--- config.mk ---
export PLATFORM = sky130hd
export DESIGN_NAME = gyro_cal_ctrl
export DESIGN_NICKNAME = d
export VERILOG_FILES = /design/src/rtl/gyro_pkg.sv /design/src/rtl/gyro_bias_axis.sv /design/src/rtl/gyro_cal_ctrl.sv
export SDC_FILE = /design/constraint.sdc
export NUM_CORES = 1
export LEC_CHECK = 0
export ABC_AREA = 1
export BUFFER_PORTS_ARGS = -buffer_cell sky130_fd_sc_hd__buf_2
export CAP_MARGIN = 0
export CORE_MARGIN = 2
export CORE_UTILIZATION = 33
export DETAILED_ROUTE_END_ITERATION = 7
export PLACE_DENSITY = 0.55
export SYNTH_ARGS = -nofsm -noshare
export SYNTH_HDL_FRONTEND = slang
export SYNTH_SLANG_ARGS = --single-unit
--- constraint.sdc ---
create_clock -name clk -period 3.4 [get_ports clk]
set_input_delay 0.34 -clock clk [delete_from_list [all_inputs] [get_ports clk]]
set_output_delay 0.34 -clock clk [all_outputs]
set_load 0.05 [all_outputs]
--- src/rtl/gyro_pkg.sv ---
// gyro_pkg: shared state encoding, rate width and saturation limits for the gyro calibration block.
package gyro_pkg;
    localparam int RATE_W = 16;
    localparam logic signed [RATE_W-1:0] SAT_MAX = 16'sh7fff;
    localparam logic signed [RATE_W-1:0] SAT_MIN = 16'sh8000;
    typedef enum logic [1:0] {IDLE, CALIB, LATCH, RUN} state_t;
endpackage

--- src/rtl/gyro_bias_axis.sv ---
// gyro_bias_axis: per-axis bias accumulation, bias latch and saturated correction.
// Deadband zeroing of small corrected rates is enabled by GYRO_DEADBAND_EN.
module gyro_bias_axis
    import gyro_pkg::*;
#(
    parameter int CAL_LOG2 = 8,
    parameter int DEADBAND = 100
) (
    input  logic              clk,
    input  logic              resetn,
    input  logic              clr,
    input  logic              acc_en,
    input  logic              latch,
    input  logic              corr_en,
    input  logic [RATE_W-1:0] rate,
    output logic [RATE_W-1:0] adj
);
    localparam int ACC_W = RATE_W + CAL_LOG2;
`ifdef GYRO_DEADBAND_EN
    localparam logic signed [RATE_W:0] DB = (RATE_W+1)'(DEADBAND);
`endif
    logic signed [ACC_W-1:0]  acc;
    logic signed [RATE_W-1:0] bias;
    logic signed [RATE_W:0]   corr;
    logic signed [RATE_W-1:0] sat;
    logic [RATE_W-1:0]        nxt;
    assign corr = $signed({rate[RATE_W-1], rate}) - $signed({bias[RATE_W-1], bias});
    always_comb begin
        sat = (corr[RATE_W] != corr[RATE_W-1]) ? (corr[RATE_W] ? SAT_MIN : SAT_MAX) : corr[RATE_W-1:0];
`ifdef GYRO_DEADBAND_EN
        nxt = (corr <= DB && corr >= -DB) ? '0 : sat;
`else
        nxt = sat;
`endif
    end
    // Upper slice of the accumulator is the arithmetic shift by CAL_LOG2 (floor average).
    always_ff @(posedge clk or negedge resetn) begin
        if (!resetn) begin
            acc  <= '0;
            bias <= '0;
            adj  <= '0;
        end else begin
            if (clr)
                acc <= '0;
            else if (acc_en)
                acc <= acc + {{CAL_LOG2{rate[RATE_W-1]}}, rate};
            if (latch)
                bias <= acc[ACC_W-1:CAL_LOG2];
            if (corr_en)
                adj <= nxt;
        end
    end
endmodule

--- src/rtl/gyro_cal_ctrl.sv ---
// gyro_cal_ctrl: gyro bias calibration FSM driving three per-axis correction slices.
// Optional deadband on corrected rates via GYRO_DEADBAND_EN.
module gyro_cal_ctrl
    import gyro_pkg::*;
#(
    parameter int CAL_LOG2 = 8,
    parameter int DEADBAND = 100
) (
    input  logic              clk,
    input  logic              resetn,
    input  logic              start,
    input  logic              recal,
    input  logic              sample_valid,
    input  logic [RATE_W-1:0] rate_x,
    input  logic [RATE_W-1:0] rate_y,
    input  logic [RATE_W-1:0] rate_z,
    output logic [RATE_W-1:0] adj_x,
    output logic [RATE_W-1:0] adj_y,
    output logic [RATE_W-1:0] adj_z,
    output logic              adj_valid,
    output logic              integ_clr,
    output logic              busy,
    output logic              cal_done
);
    state_t state, state_nxt;
    logic [CAL_LOG2-1:0] cnt;
    logic clr, acc_en, latch, run_en;
    always_ff @(posedge clk or negedge resetn) begin
        if (!resetn) begin
            state     <= IDLE;
            cnt       <= '0;
            adj_valid <= 1'b0;
        end else begin
            state     <= state_nxt;
            cnt       <= clr ? '0 : acc_en ? cnt + 1'b1 : cnt;
            adj_valid <= run_en;
        end
    end
    // A recal in RUN takes priority and swallows any same-cycle sample.
    always_comb begin
        state_nxt = state;
        clr       = 1'b0;
        acc_en    = 1'b0;
        latch     = 1'b0;
        run_en    = 1'b0;
        case (state)
            IDLE:  if (start) begin
                state_nxt = CALIB;
                clr       = 1'b1;
            end
            CALIB: if (sample_valid) begin
                acc_en    = 1'b1;
                state_nxt = &cnt ? LATCH : CALIB;
            end
            LATCH: begin
                latch     = 1'b1;
                state_nxt = RUN;
            end
            RUN:   if (recal) begin
                state_nxt = CALIB;
                clr       = 1'b1;
            end else begin
                run_en    = sample_valid;
            end
            default: state_nxt = IDLE;
        endcase
    end
    assign integ_clr = state == LATCH;
    assign busy      = state == CALIB || state == LATCH;
    assign cal_done  = state == RUN;
    gyro_bias_axis #(.CAL_LOG2(CAL_LOG2), .DEADBAND(DEADBAND)) u_x (
        .clk(clk), .resetn(resetn), .clr(clr), .acc_en(acc_en), .latch(latch),
        .corr_en(run_en), .rate(rate_x), .adj(adj_x)
    );
    gyro_bias_axis #(.CAL_LOG2(CAL_LOG2), .DEADBAND(DEADBAND)) u_y (
        .clk(clk), .resetn(resetn), .clr(clr), .acc_en(acc_en), .latch(latch),
        .corr_en(run_en), .rate(rate_y), .adj(adj_y)
    );
    gyro_bias_axis #(.CAL_LOG2(CAL_LOG2), .DEADBAND(DEADBAND)) u_z (
        .clk(clk), .resetn(resetn), .clr(clr), .acc_en(acc_en), .latch(latch),
        .corr_en(run_en), .rate(rate_z), .adj(adj_z)
    );
endmodule

==> flow_metrics.py <==
metrics = {
    "clock_tree": {
        "cts_resized": 0,
        "h-tree-depth": 4,
        "cts_setup_buffers": 0,
        "cts_sinks": 179,
        "cts_tree": "yes",
        "cts_made_buffers": 17,
        "cts-root-buf": "clkbuf_16",
        "path_clk_slew_ns": 0.08,
        "clk_latency_ns": 0.49,
        "clock_path_buffers": 2,
    },
    "detailed_routing": {
        "vias_per_cell": 4.792,
        "vias": 12733,
        "wl_um": 38590,
        "postRouteAntennaNets": 0,
        "dr.pass1.iters": 5,
        "drt_iter0_markers": 729,
        "wire_per_inst_um": 14.52,
        "drc": 0,
    },
    "timing": {
        "finalSetupTns_ns": 0,
        "skew_ns": 0.01956,
        "final-setup-viol-count": 0,
        "finalHoldViolations": 0,
        "finalCriticalPeriod_ns": 2.465,
        "post-route-period-util_pct": 72.51,
        "max-slew-margin-rel_pct": 46.82,
        "grt_setup_unrepaired": "false",
        "slew_violations": 0,
        "tightest_slew_ns": 0.7976,
        "fmax_mhz": 405.6,
        "setup_slack_ns": 0.9347,
    },
    "run_status": {
        "outcome": "completed",
    },
    "die": {
        "rows": 75,
        "die-width_um": 209.7,
        "initial_core_util_pct": 33.36,
        "die_area_sq_um": 43970,
        "core-area_sq_um": 41850,
        "die_y_um": 209.7,
        "ioPinCount": 105,
    },
    "synth": {
        "syn-cell-area_sq_um": 13960,
        "yosysWarnings": 0,
        "ys_ff_latch": 179,
        "synth_compound_area_share_pct": 16.15,
        "netlist_instances": 2006,
        "yosys.area_share.adder_pct": 11.79,
        "synth_simple_gate_area_share_pct": 29.09,
        "syn_area_per_cell_sq_um": 6.960,
        "synthXorXnorAreaFrac_pct": 2.133,
        "synth_top_family_by_area": "simple AND/OR/NAND/NOR gates",
        "syn-num-nets": 2187,
        "synth.yosys.seq_area_share_pct": 32.08,
        "synthMuxAreaShare_pct": 0,
        "synth_cell_types": 46,
    },
    "worst_setup_path": {
        "crit_chain": "ha_1, inv_1, nor2_1, inv_1, nor2_4, inv_1, nor2_4, a21oi_1",
        "cp-end-kind": "flop",
        "cpMaxStageDelayCell": "nor2_4",
        "slowest_delay_ns": 0.51,
        "worst-setup-path-type": "flop to flop",
        "start_kind": "flop",
        "cp.arrival_ns": 2.81,
        "cp_data_required_time_ns": 3.74,
        "crit_fanout": 18,
        "crit_top_cell": "inv_1",
    },
    "global_routing": {
        "grt-ovfl-total": 0,
        "grt_max_degree": 87,
        "grt_pass1_vias": 12573,
        "grt_pass1_wl_um": 64300,
        "grt_usage_pct": 18.46,
        "antenna_found_initial": 2,
    },
    "power": {
        "power_mw": 10.02,
        "vdd_ir_drop_max_mv": 0.5331,
        "leakage_nw": 8.202,
        "power.density_nw_per_um2": 640.2,
    },
    "finish": {
        "fin_area_sq_um": 15650,
        "multi_input_area_sq_um": 8270,
        "area_delta_synth_final_pct": 12.10,
        "fin_nets": 2286,
        "drive_gt1_share_pct": 11.76,
        "fillers": 4507,
        "seq_area_sq_um": 4479,
        "final_cell_mix": "nand2_1 (620), inv_1 (269), dfrtp_1 (179)",
        "layout_commonest_cell": "nand2_1",
        "final_util_pct": 37.40,
    },
    "placed_design": {
        "dp_hpwl_um": 30620,
        "dpl_worst_slack_ns": 0.8992,
        "gp_congestion": 0.8686,
        "port_buffers": 104,
        "placed_area_sq_um": 15070,
    },
    "flow_run": {
        "cap_violations": 0,
    },
    "min_path": {
        "hold_path_class": "input pin to flop",
    },
}
## layer usage
metal  GRT usage, %  vias up  wire [um]
met2          30.48      182      17630
met3          3.546       30       1453
li1               -     6683          -
met1          24.74     5836      18910
met4          4.867        2        588
met5              0        -         11
## where the power goes
group          leakage (nW)  internal [mW]  switching (mW)
sequential             2.29           2.65           0.415
clock                 0.269           1.04           0.959
combinational          5.64           1.73            3.23
## Yosys cell counts (all sizes together)
cell type / instances / share of area [%]
a211oi: 2 / 0.11
a21boi: 20 / 1.3
a21o: 9 / 0.48
a21oi: 170 / 6.7
a22o: 7 / 0.44
a22oi: 1 / 0.054
a311oi: 1 / 0.063
a32o: 2 / 0.14
and2: 9 / 0.40
and3: 1 / 0.045
buf: 12 / 0.82
clkbuf: 23 / 0.62
dfrtp: 179 / 32
fa: 6 / 0.86
ha: 122 / 11
inv: 272 / 7.3
nand2: 632 / 17
nand3: 84 / 3.1
nand3b: 4 / 0.22
nand4: 11 / 0.49
nor2: 146 / 4.1
nor3: 30 / 1.1
nor4: 2 / 0.090
o211ai: 3 / 0.16
o21a: 6 / 0.32
o21ai: 153 / 5.5
o21bai: 12 / 0.65
o221ai: 1 / 0.063
o22ai: 1 / 0.045
o31ai: 2 / 0.11
or2: 49 / 2.2
xnor2: 2 / 0.13
xor2: 32 / 2.0
## flip-flops by register name (all words and copies together), names as in the netlist
name,cells
adj_valid,1
u_y.acc,24
u_x.acc,24
state,2
u_z.acc,24
u_z.bias,16
cnt,8
u_y.bias,16
u_z.adj,16
u_y.adj,16
u_x.bias,16
u_x.adj,16
## area by class of cell
| cell class | instances | area share (%) |
|---|---|---|
| repair buffers | 115 | 4.085 |
| inverters | 272 | 6.523 |
| multi-input cells | 1520 | 52.84 |
| well taps | 539 | 4.309 |
| clock inverters | 12 | 0.7754 |
| diodes | 1 | 0.01599 |
| clock buffers | 19 | 2.830 |
| flip-flops and latches | 179 | 28.62 |
## logic make-up (layout without fill, tap and decap cells)
logic type / Yosys count / in the layout
adders and majority gates: 128 / 128
xor gates and xnor gates: 34 / 34
buffers and inverters: 307 / 418
and+or+nand+nor: 968 / 968
AOI/OAI and AO/OA: 390 / 390
other: 0 / 1
DFF: 179 / 179
## final timing paths
| path | from | endpoint | slack, ns | depth (start not counted) |
|---|---|---|---|---|
| min in group asynchronous | resetn | u_z.acc[3] | 0.45 | 2 |
| min reg2reg | cnt[4] | cnt[4] | 0.47 | 1 |
| max reg2reg | state[1] | u_y.adj[2] | 0.93 | 8 |
| max | state[1] | u_y.adj[2] | 0.93 | 8 |
| min | rate_x[0] | u_x.acc[0] | 0.22 | 3 |
| max in group asynchronous | resetn | u_z.adj[4] | 2.08 | 3 |
## worst max-delay path, delay by kind of cell (launching register included)
| family | cells | cell delay [ns] |
|---|---|---|
| AOI/OAI and AO/OA | 1 | 0.13 |
| buffers and inverters | 3 | 0.58 |
| DFF | 1 | 0.40 |
| adders and majority gates | 1 | 0.19 |
| and+or+nand+nor | 3 | 1.01 |
## per-stage QoR
stage | instances | hold slack, ns
finish | 2657 | 0.2246
global route | 2657 | 0.2402
CTS | 2656 | 0.1836
detailed placement | 2624 | 0.4622
global placement | 2624 | 0.4532
floorplan | 2006 | 0.04441
## timing repair
action                                 in CTS  in global routing
setup endpoints to repair                   0                  0
endpoints found under the hold margin      83                  0
hold buffers                                1                  0
Note: power is estimated with default switching activity, not from simulation.
